===== config.mk =====
export PLATFORM = sky130hd
export DESIGN_NAME = reg_file_sb
export DESIGN_NICKNAME = d
export VERILOG_FILES = /design/src/rtl/reg_file_pkg.sv /design/src/rtl/reg_scoreboard.sv /design/src/rtl/reg_file_sb.sv
export SDC_FILE = /design/constraint.sdc
export NUM_CORES = 2
export LEC_CHECK = 0
export BUFFER_PORTS_ARGS = -buffer_cell sky130_fd_sc_hd__buf_2
export CORE_MARGIN = 4
export CORE_UTILIZATION = 43
export CTS_CLUSTER_DIAMETER = 150
export CTS_CLUSTER_SIZE = 12
export DETAILED_ROUTE_END_ITERATION = 10
export HOLD_SLACK_MARGIN = 0.12
export PLACE_DENSITY_LB_ADDON = 0.3
export SLEW_MARGIN = 20
export SYNTH_ARGS = -nofsm -noshare
export SYNTH_HDL_FRONTEND = slang
export SYNTH_HIERARCHICAL = 1
export SYNTH_SLANG_ARGS = --single-unit

===== constraint.sdc =====
create_clock -name clk -period 27.8 [get_ports clk]
set_input_delay 1.39 -clock clk [delete_from_list [all_inputs] [get_ports clk]]
set_output_delay 1.39 -clock clk [all_outputs]
set_load 0.05 [all_outputs]

===== src/rtl/reg_file_pkg.sv =====
// Shared defaults and width helpers for the register file with busy scoreboard.
package reg_file_pkg;
  localparam int XLEN_DEF  = 32;
  localparam int NREGS_DEF = 32;
  localparam int ZERO_IDX  = 0;

  // Width needed to hold a count in the range 0..n
  function automatic int cnt_w(input int n);
    return $clog2(n + 1);
  endfunction
endpackage


===== src/rtl/reg_scoreboard.sv =====
// Busy-bit scoreboard: bits are set at issue and cleared at writeback, with a registered popcount.
// Single cycle update; a same-register issue wins over writeback. No backpressure.
module reg_scoreboard
  import reg_file_pkg::*;
#(
  parameter int NREGS    = NREGS_DEF,
  parameter int ZERO_REG = 1,
  localparam int AW      = $clog2(NREGS),
  localparam int CW      = cnt_w(NREGS)
) (
  input  logic             clk,
  input  logic             rst,
  input  logic             issue_en,
  input  logic [AW-1:0]    issue_rd,
  input  logic             wb_en,
  input  logic [AW-1:0]    wb_rd,
  output logic [NREGS-1:0] busy_vec,
  output logic [CW-1:0]    busy_cnt
);

  logic set_ok;
  logic clr_ok;
  logic inc;
  logic dec;
  logic [NREGS-1:0] busy_nxt;

  assign set_ok = issue_en && !(ZERO_REG != 0 && issue_rd == AW'(ZERO_IDX));
  assign clr_ok = wb_en    && !(ZERO_REG != 0 && wb_rd    == AW'(ZERO_IDX));

  // The count moves only on real 0->1 / 1->0 transitions of a bit
  assign inc = set_ok && !busy_vec[issue_rd];
  assign dec = clr_ok && busy_vec[wb_rd] && !(set_ok && issue_rd == wb_rd);

  always_comb begin
    busy_nxt = busy_vec;
    if (clr_ok) busy_nxt[wb_rd] = 1'b0;
    if (set_ok) busy_nxt[issue_rd] = 1'b1;
  end

  always_ff @(posedge clk or posedge rst) begin
    if (rst) begin
      busy_vec <= '0;
      busy_cnt <= '0;
    end else begin
      busy_vec <= busy_nxt;
      busy_cnt <= busy_cnt + CW'(inc) - CW'(dec);
    end
  end

endmodule


===== src/rtl/reg_file_sb.sv =====
// 2-read/1-write register file with optional zero register, writeback bypass and busy scoreboard.
// Reads are combinational; writes land on the next edge. No backpressure.
module reg_file_sb
  import reg_file_pkg::*;
#(
  parameter int XLEN     = XLEN_DEF,
  parameter int NREGS    = NREGS_DEF,
  parameter int ZERO_REG = 1,
  parameter int BYPASS   = 1,
  localparam int AW      = $clog2(NREGS),
  localparam int CW      = cnt_w(NREGS)
) (
  input  logic            clk,
  input  logic            rst,
  input  logic [AW-1:0]   rs1,
  input  logic [AW-1:0]   rs2,
  output logic [XLEN-1:0] read_data1,
  output logic [XLEN-1:0] read_data2,
  output logic            rs1_busy,
  output logic            rs2_busy,
  input  logic            issue_en,
  input  logic [AW-1:0]   issue_rd,
  input  logic            RegWrite,
  input  logic [AW-1:0]   rd,
  input  logic [XLEN-1:0] write_data,
  output logic [CW-1:0]   busy_cnt
);

  logic [XLEN-1:0]  regs [NREGS];
  logic [NREGS-1:0] busy_vec;
  logic wr_ok;
  logic fwd1;
  logic fwd2;
  logic zero1;
  logic zero2;

  assign wr_ok = RegWrite && !(ZERO_REG != 0 && rd == AW'(ZERO_IDX));
  assign fwd1  = BYPASS != 0 && wr_ok && rd == rs1;
  assign fwd2  = BYPASS != 0 && wr_ok && rd == rs2;
  assign zero1 = ZERO_REG != 0 && rs1 == AW'(ZERO_IDX);
  assign zero2 = ZERO_REG != 0 && rs2 == AW'(ZERO_IDX);

  always_ff @(posedge clk or posedge rst) begin
    if (rst) begin
      for (int i = 0; i < NREGS; i++) regs[i] <= '0;
    end else if (wr_ok) begin
      regs[rd] <= write_data;
    end
  end

  // Reset also masks the bypass path so reads are zero while rst is held
  always_comb begin
    read_data1 = fwd1 ? write_data : regs[rs1];
    read_data2 = fwd2 ? write_data : regs[rs2];
    if (zero1 || rst) read_data1 = '0;
    if (zero2 || rst) read_data2 = '0;
    rs1_busy = busy_vec[rs1] && !fwd1 && !rst;
    rs2_busy = busy_vec[rs2] && !fwd2 && !rst;
  end

  reg_scoreboard #(
    .NREGS   (NREGS),
    .ZERO_REG(ZERO_REG)
  ) u_sb (
    .clk     (clk),
    .rst     (rst),
    .issue_en(issue_en),
    .issue_rd(issue_rd),
    .wb_en   (RegWrite),
    .wb_rd   (rd),
    .busy_vec(busy_vec),
    .busy_cnt(busy_cnt)
  );

endmodule


---- Yosys cells after proc, flatten, opt, wreduce, memory -nomap -nowiden ----
Cells that the tools add are included.
word-level totals
  bits in registers ....................... 1062
operators by class
  add/sub/neg operators ................... 2
  muxes and demuxes ....................... 27
  $lt $le $gt $ge ......................... 10
  bitwise operators ....................... 6
  reductions and logical operators ........ 28
  equality and inequality tests ........... 3
operators by type and width
  kind                                                  number
  bitwise mux 1024 bit                                  1
  two-way mux 32 bit                                    11
  binary-select mux 32 bit (select 5 bit)               2
  demux 32 bit (select 5 bit)                           1
  bitwise AND 32 bit                                    1
  inverter 32 bit                                       1
  OR 32 bit                                             1
  < comparator 5 x 6 -> 1 bit (second input constant)   4
  binary-select mux 1 bit (select 5 bit)                4
  logical NOT 5 bit                                     4
  >= comparator 6 bit (second input constant)           3
  inverter 5 -> 6 bit                                   3
  == test 5 bit                                         3
  logical AND 1 bit                                     15
  demux 1 bit (select 5 bit)                            2
  >= comparator 5 x 1 -> 1 bit (second input constant)  2
  logical NOT 1 bit                                     7
  adder 6 x 1 -> 6 bit                                  1
  < comparator 6 x 1 -> 1 bit (second input constant)   1
  two-way mux 1 bit                                     6
  subtractor 6 x 1 -> 6 bit                             1
  logical OR 1 bit                                      2

---- Depth between registers and ports, before layout ----
  depth after elaboration ................. 9
  mapped depth ............................ 14
  mapped depth without buffers ............ 13

---- Modules after synthesis ----
The synthesis kept the hierarchy.
by module, submodules not included
  module          area an instance (sq um)  cells each  times used
  reg_file_sb     55953.7                   3852        1
  reg_scoreboard  2293.4                    230         1

---- Worst setup path before layout ----
OpenSTA, ideal clock, no wires.
  path type ............................... in2out
  start point ............................. in rst
  end point ............................... out read_data1[10]
  stages on the path ...................... 5
  buffers on the path ..................... 1
  arrival ................................. 27.079 ns
  slack ................................... -0.669 ns
  path through ............................ inv_1 o311ai_2 clkbuf_1 a21oi_1 a221o_1
between the ends
  longest elaborated chain between the ends .. 2
ends and longest elaborated chain
  element             RTL line           source
  start: declaration  reg_file_sb.sv:14  input logic rst,
  logical OR 1 bit    reg_file_sb.sv:55  if (zero1 || rst) read_data1 = '0;
  two-way mux 32 bit  reg_file_sb.sv:55
  end: declaration    reg_file_sb.sv:17  output logic [XLEN-1:0] read_data1,
Every way passes these cells.

---- Worst setup path after layout ----
  start point ............................. in rs2[0]
  end point ............................... out read_data2[10]
between the ends
  longest elaborated chain between the ends .. 6
  elaborated cells between the ends (all ways) .. 10
  classes of those cells .................. 1 x eq/ne; 5 x mux; 1 x bitwise; 3 x reduce/logical
ends and longest elaborated chain
  element                                                 RTL line           source
  start: declaration                                      reg_file_sb.sv:16  input logic [AW-1:0] rs2,
  inverter 5 -> 6 bit (not written as such)               reg_file_sb.sv:54  read_data2 = fwd2 ? write_data : regs[rs2];
  binary-select mux 32 bit (select 5 bit)                 reg_file_sb.sv:54
  two-way mux 32 bit (not written as such) (2 in series)  reg_file_sb.sv:54
  two-way mux 32 bit                                      reg_file_sb.sv:54
  two-way mux 32 bit (*)                                  reg_file_sb.sv:56  if (zero2 || rst) read_data2 = '0;
  end: declaration                                        reg_file_sb.sv:18  output logic [XLEN-1:0] read_data2,
Every way passes the cells marked *; elsewhere a longest branch is shown, timed or not. The select of a mux whose other input is x is not followed.

==> impl_metrics.tcl <==
set metrics [dict create \
    max_slew.worst_pin.slew_ns 1.270 \
    via_count 37130 \
    clkSinkCount 1062 \
    timing.critical_path.cells "buf_8, buf_4, buf_4, buf_4, buf_4, mux2i_1, a221oi_1, a22oi_1, a21oi_1, a221o_1, buf_2" \
    crit_path_end_kind "output pin" \
    h-tree-depth 3 \
    worstHoldPathCells 0 \
    rsz0062_at_grt "false" \
    switching_power_w 0.001240 \
    worst-setup-path-type "in -> out" \
    first_global_vias 38500 \
    holdCritPathClass "reg -> reg" \
    multiInputGateArea_um2 29730 \
    post-cts-setup-buffer-count 0 \
    required_ns 26.41 \
    p_leak_nw 27.01 \
    hold-worst-slack_ns 0.3929 \
    tritoncts "yes" \
    layout_min_cycle_time_ns 8.355 \
    globalRouteTotalUtil_pct 24.06 \
    drt_drc_violations_left 0 \
    design.die.area_um2 141400 \
    synth_cell_type_count 58 \
    fin_setup_tns_ns 0 \
    status "finished clean" \
    drtAntennaViolNets 0 \
    share_seq_of_total_power_pct 48.4 \
    synth_largest_area_cell "sky130_fd_sc_hd__dfrtp_1" \
    setup.worst_path.start "rs2[0]" \
    synth-warning-count 6 \
    synth_cells 4082 \
    synth.area.top_cells "sky130_fd_sc_hd__dfrtp_1 46%, sky130_fd_sc_hd__mux2_2 19%, sky130_fd_sc_hd__mux4_2 16%, sky130_fd_sc_hd__mux2i_1 5.8%, sky130_fd_sc_hd__a221oi_1 1.9%" \
    initialDrtViolationCount 2852 \
    final-max-slew-violation-count 0 \
    drv_cap 0 \
    gp_congestion 0.7960 \
    ys_top_cells_by_count "1,062 x sky130_fd_sc_hd__dfrtp_1, 981 x sky130_fd_sc_hd__mux2_2, 410 x sky130_fd_sc_hd__mux4_2, 338 x sky130_fd_sc_hd__mux2i_1, 227 x sky130_fd_sc_hd__clkbuf_1" \
    final_min_period_over_clock_period_pct 30.06 \
    grt.met1_usage_pct 31.95 \
    final.setup_skew_ns 0.007005 \
    synth-async-reset-ratio_pct 100.0 \
    hold_viol 0 \
    globalRouteMet2Util_pct 39.06 \
    initial_core_util_pct 43.48 \
    fmax_ghz 0.1197 \
    worst_ir_drop_vdd_mv 0.04955 \
    cp-endpoint "read_data2[10]" \
    syn-num-nets 4145 \
    fp-row-count 134 \
    detail_route.vias_per_cell 6.511 \
    post_cts_resized 0 \
    grt_antenna_before_repair 1 \
    final_util_pct 46.66 \
    gr-max-usage-layer "met2" \
    worstReg2RegEnd "u_sb/busy_cnt[4]" \
    pin_count_of_the_biggest_net_entering_global_routing 181 \
    power.density_cell_area_nw_per_um2 68.05 \
    postRouteWirelength_um 170400 \
    num-fill-cells 11750 \
    cts-root-to-sink-buffers 3 \
    cpMaxStageDelayCell "sky130_fd_sc_hd__buf_4" \
    area_growth_syn_to_layout_pct 7.323 \
    average_wire_length_per_cell_after_detail_routing_um 29.88 \
    core_area_um2 134000 \
    timing.rr.start "u_sb/busy_vec[3]" \
    relSlewSlack_pct 15.09 \
    met3_usage_pct 4.493 \
    netlist_area_um2 58250 \
    synth.most_common_cell "sky130_fd_sc_hd__dfrtp_1" \
    max_stage_delay_ns 0.92 \
    wire_length_of_the_first_global_routing_pass_um 255200 \
    die_h_um 376.0 \
    overflow 0 \
    regArea_um2 26580 \
    drt-pass1-iter-count 6 \
    internal_power_w 0.003014 \
    fin_nets 3991 \
    netlist.area_leader.share_pct 45.63 \
    setup_viol 0 \
    number_of_placed_i_o_pins 128 \
    cts-root-buf "sky130_fd_sc_hd__clkbuf_16" \
    clk_pin_slew_worst_paths_ns 0.06 \
    post-place-cells 5596 \
    switching_share_pct 29.15 \
    timing.critical_path.fanout_max 53 \
    crit_arrival_ns 6.97 \
    clk-insertion-delay-late_ns 0.72 \
    edff_count_synth 0 \
    worst_path_most_repeated_cell "sky130_fd_sc_hd__buf_4" \
    tritoncts.num_buffers 98 \
    rrSetupSlack_ns 24.77 \
    synthesis.area_per_instance_um2 14.27 \
    synth.yosys.seq_area_share_pct 45.63 \
    holdBufCountCts 0 \
    num_antenna_cells 0 \
    drive_above_1_share_pct 44.51 \
    worstRegToRegCells 13 \
    synth_ff_type "sky130_fd_sc_hd__dfrtp_1" \
    die_x_um 376.0 \
    clock_power_share_pct 28.7 \
    dp_hpwl_um 93370 \
    critPathLaunchType "primary input" \
    final_cell_count_no_fill 5702 \
    ys_seq_elements 1062 \
    port-buffer-count 127 \
    combinationalPowerShare_pct 23.0 \
]
[state kept, by name (all words and copies together) (netlist names)]
| name | flops |
|---|---|
| regs | 1024 |
| u_sb/busy_vec | 32 |
| u_sb/busy_cnt | 6 |
[worst max-delay path, delay by kind of cell]
kind	cells	cell delay, ns
buf+inv	6	3.93
compound gates	4	1.24
mux	1	0.18
[cell families after synthesis]
family / synth area share, %
AO/OA/AOI/OAI: 7.594
XOR/XNOR: 0.3007
adder cells (fa/ha/maj): 0.1633
buffers and inverters: 3.695
flip-flops: 45.63
multiplexers: 40.88
AND/OR/NAND/NOR: 1.744
[layout by cell type (no fill, tap or decap), types with 6 or more instances in the layout]
master	count
sky130_fd_sc_hd__dfrtp_1	1062
sky130_fd_sc_hd__mux2_2	981
sky130_fd_sc_hd__mux4_2	410
sky130_fd_sc_hd__mux2i_1	338
sky130_fd_sc_hd__a21oi_1	133
sky130_fd_sc_hd__a221oi_1	129
sky130_fd_sc_hd__buf_2	119
sky130_fd_sc_hd__clkbuf_16	98
sky130_fd_sc_hd__buf_4	77
sky130_fd_sc_hd__nor2b_1	67
sky130_fd_sc_hd__o21bai_1	65
sky130_fd_sc_hd__o21ai_0	65
sky130_fd_sc_hd__a211oi_1	64
sky130_fd_sc_hd__a22oi_1	64
sky130_fd_sc_hd__a221o_1	64
sky130_fd_sc_hd__xnor2_1	19
sky130_fd_sc_hd__nand3b_1	14
sky130_fd_sc_hd__nor2_4	14
sky130_fd_sc_hd__nand2_2	13
sky130_fd_sc_hd__mux2_1	13
sky130_fd_sc_hd__nand2_1	11
sky130_fd_sc_hd__nor2_1	11
sky130_fd_sc_hd__nand3_1	9
sky130_fd_sc_hd__inv_1	9
sky130_fd_sc_hd__o22ai_1	6
sky130_fd_sc_hd__ha_1	6
[final cells by class]
cell class	count	share of cell area, %
well taps	1768	3.539
flip-flops and latches	1062	42.51
clock inverters	8	0.1941
clock buffers	98	3.923
inverters	12	0.08206
repair buffers	208	2.196
multi-input cells	2546	47.55
[power by group through the flow]
stage	sequential (W)	clock, W	combinational (W)
3_3_place_gp	0.00206	0	0.000960
4_1_cts	0.00205	0.00125	0.000982
5_1_grt	0.00210	0.00131	0.00106
6_report	0.00206	0.00122	0.000977
3_5_place_dp	0.00208	0	0.000979
2_1_floorplan	0.00203	0	0.000796
[worst min path at each step]
stage          startpoint         end  slack (ns)
5_1_grt         regs[997]   regs[997]        0.41
4_1_cts        regs[1002]  regs[1002]        0.40
3_3_place_gp   regs[1006]  regs[1006]        0.38
3_5_place_dp   regs[1018]  regs[1018]        0.38
6_report       regs[1005]  regs[1005]        0.39
2_1_floorplan  regs[1000]  regs[1000]        0.44
[through the flow]
step	total power, W	setup slack, ns	area (µm²)
final	0.004254	19.44	62510
after global routing	0.004463	19.12	62510
after CTS	0.004288	19.44	62510
after detailed placement	0.003057	19.46	59940
after global placement	0.003020	19.52	59930
after floorplan	0.002830	7.582	58250
[per-layer routing]
| layer | routed length [µm] | share of wire, % | vias to the layer above |
|---|---|---|---|
| met1 | 69910 | 41 | 19950 |
| met3 | 11700 | 6.9 | 346 |
| met2 | 81230 | 48 | 1307 |
| li1 | - | - | 15520 |
| met5 | 0 | 0 | - |
| met4 | 7545 | 4.4 | 0 |
No activity file was read; power rests on OpenSTA's default activity.
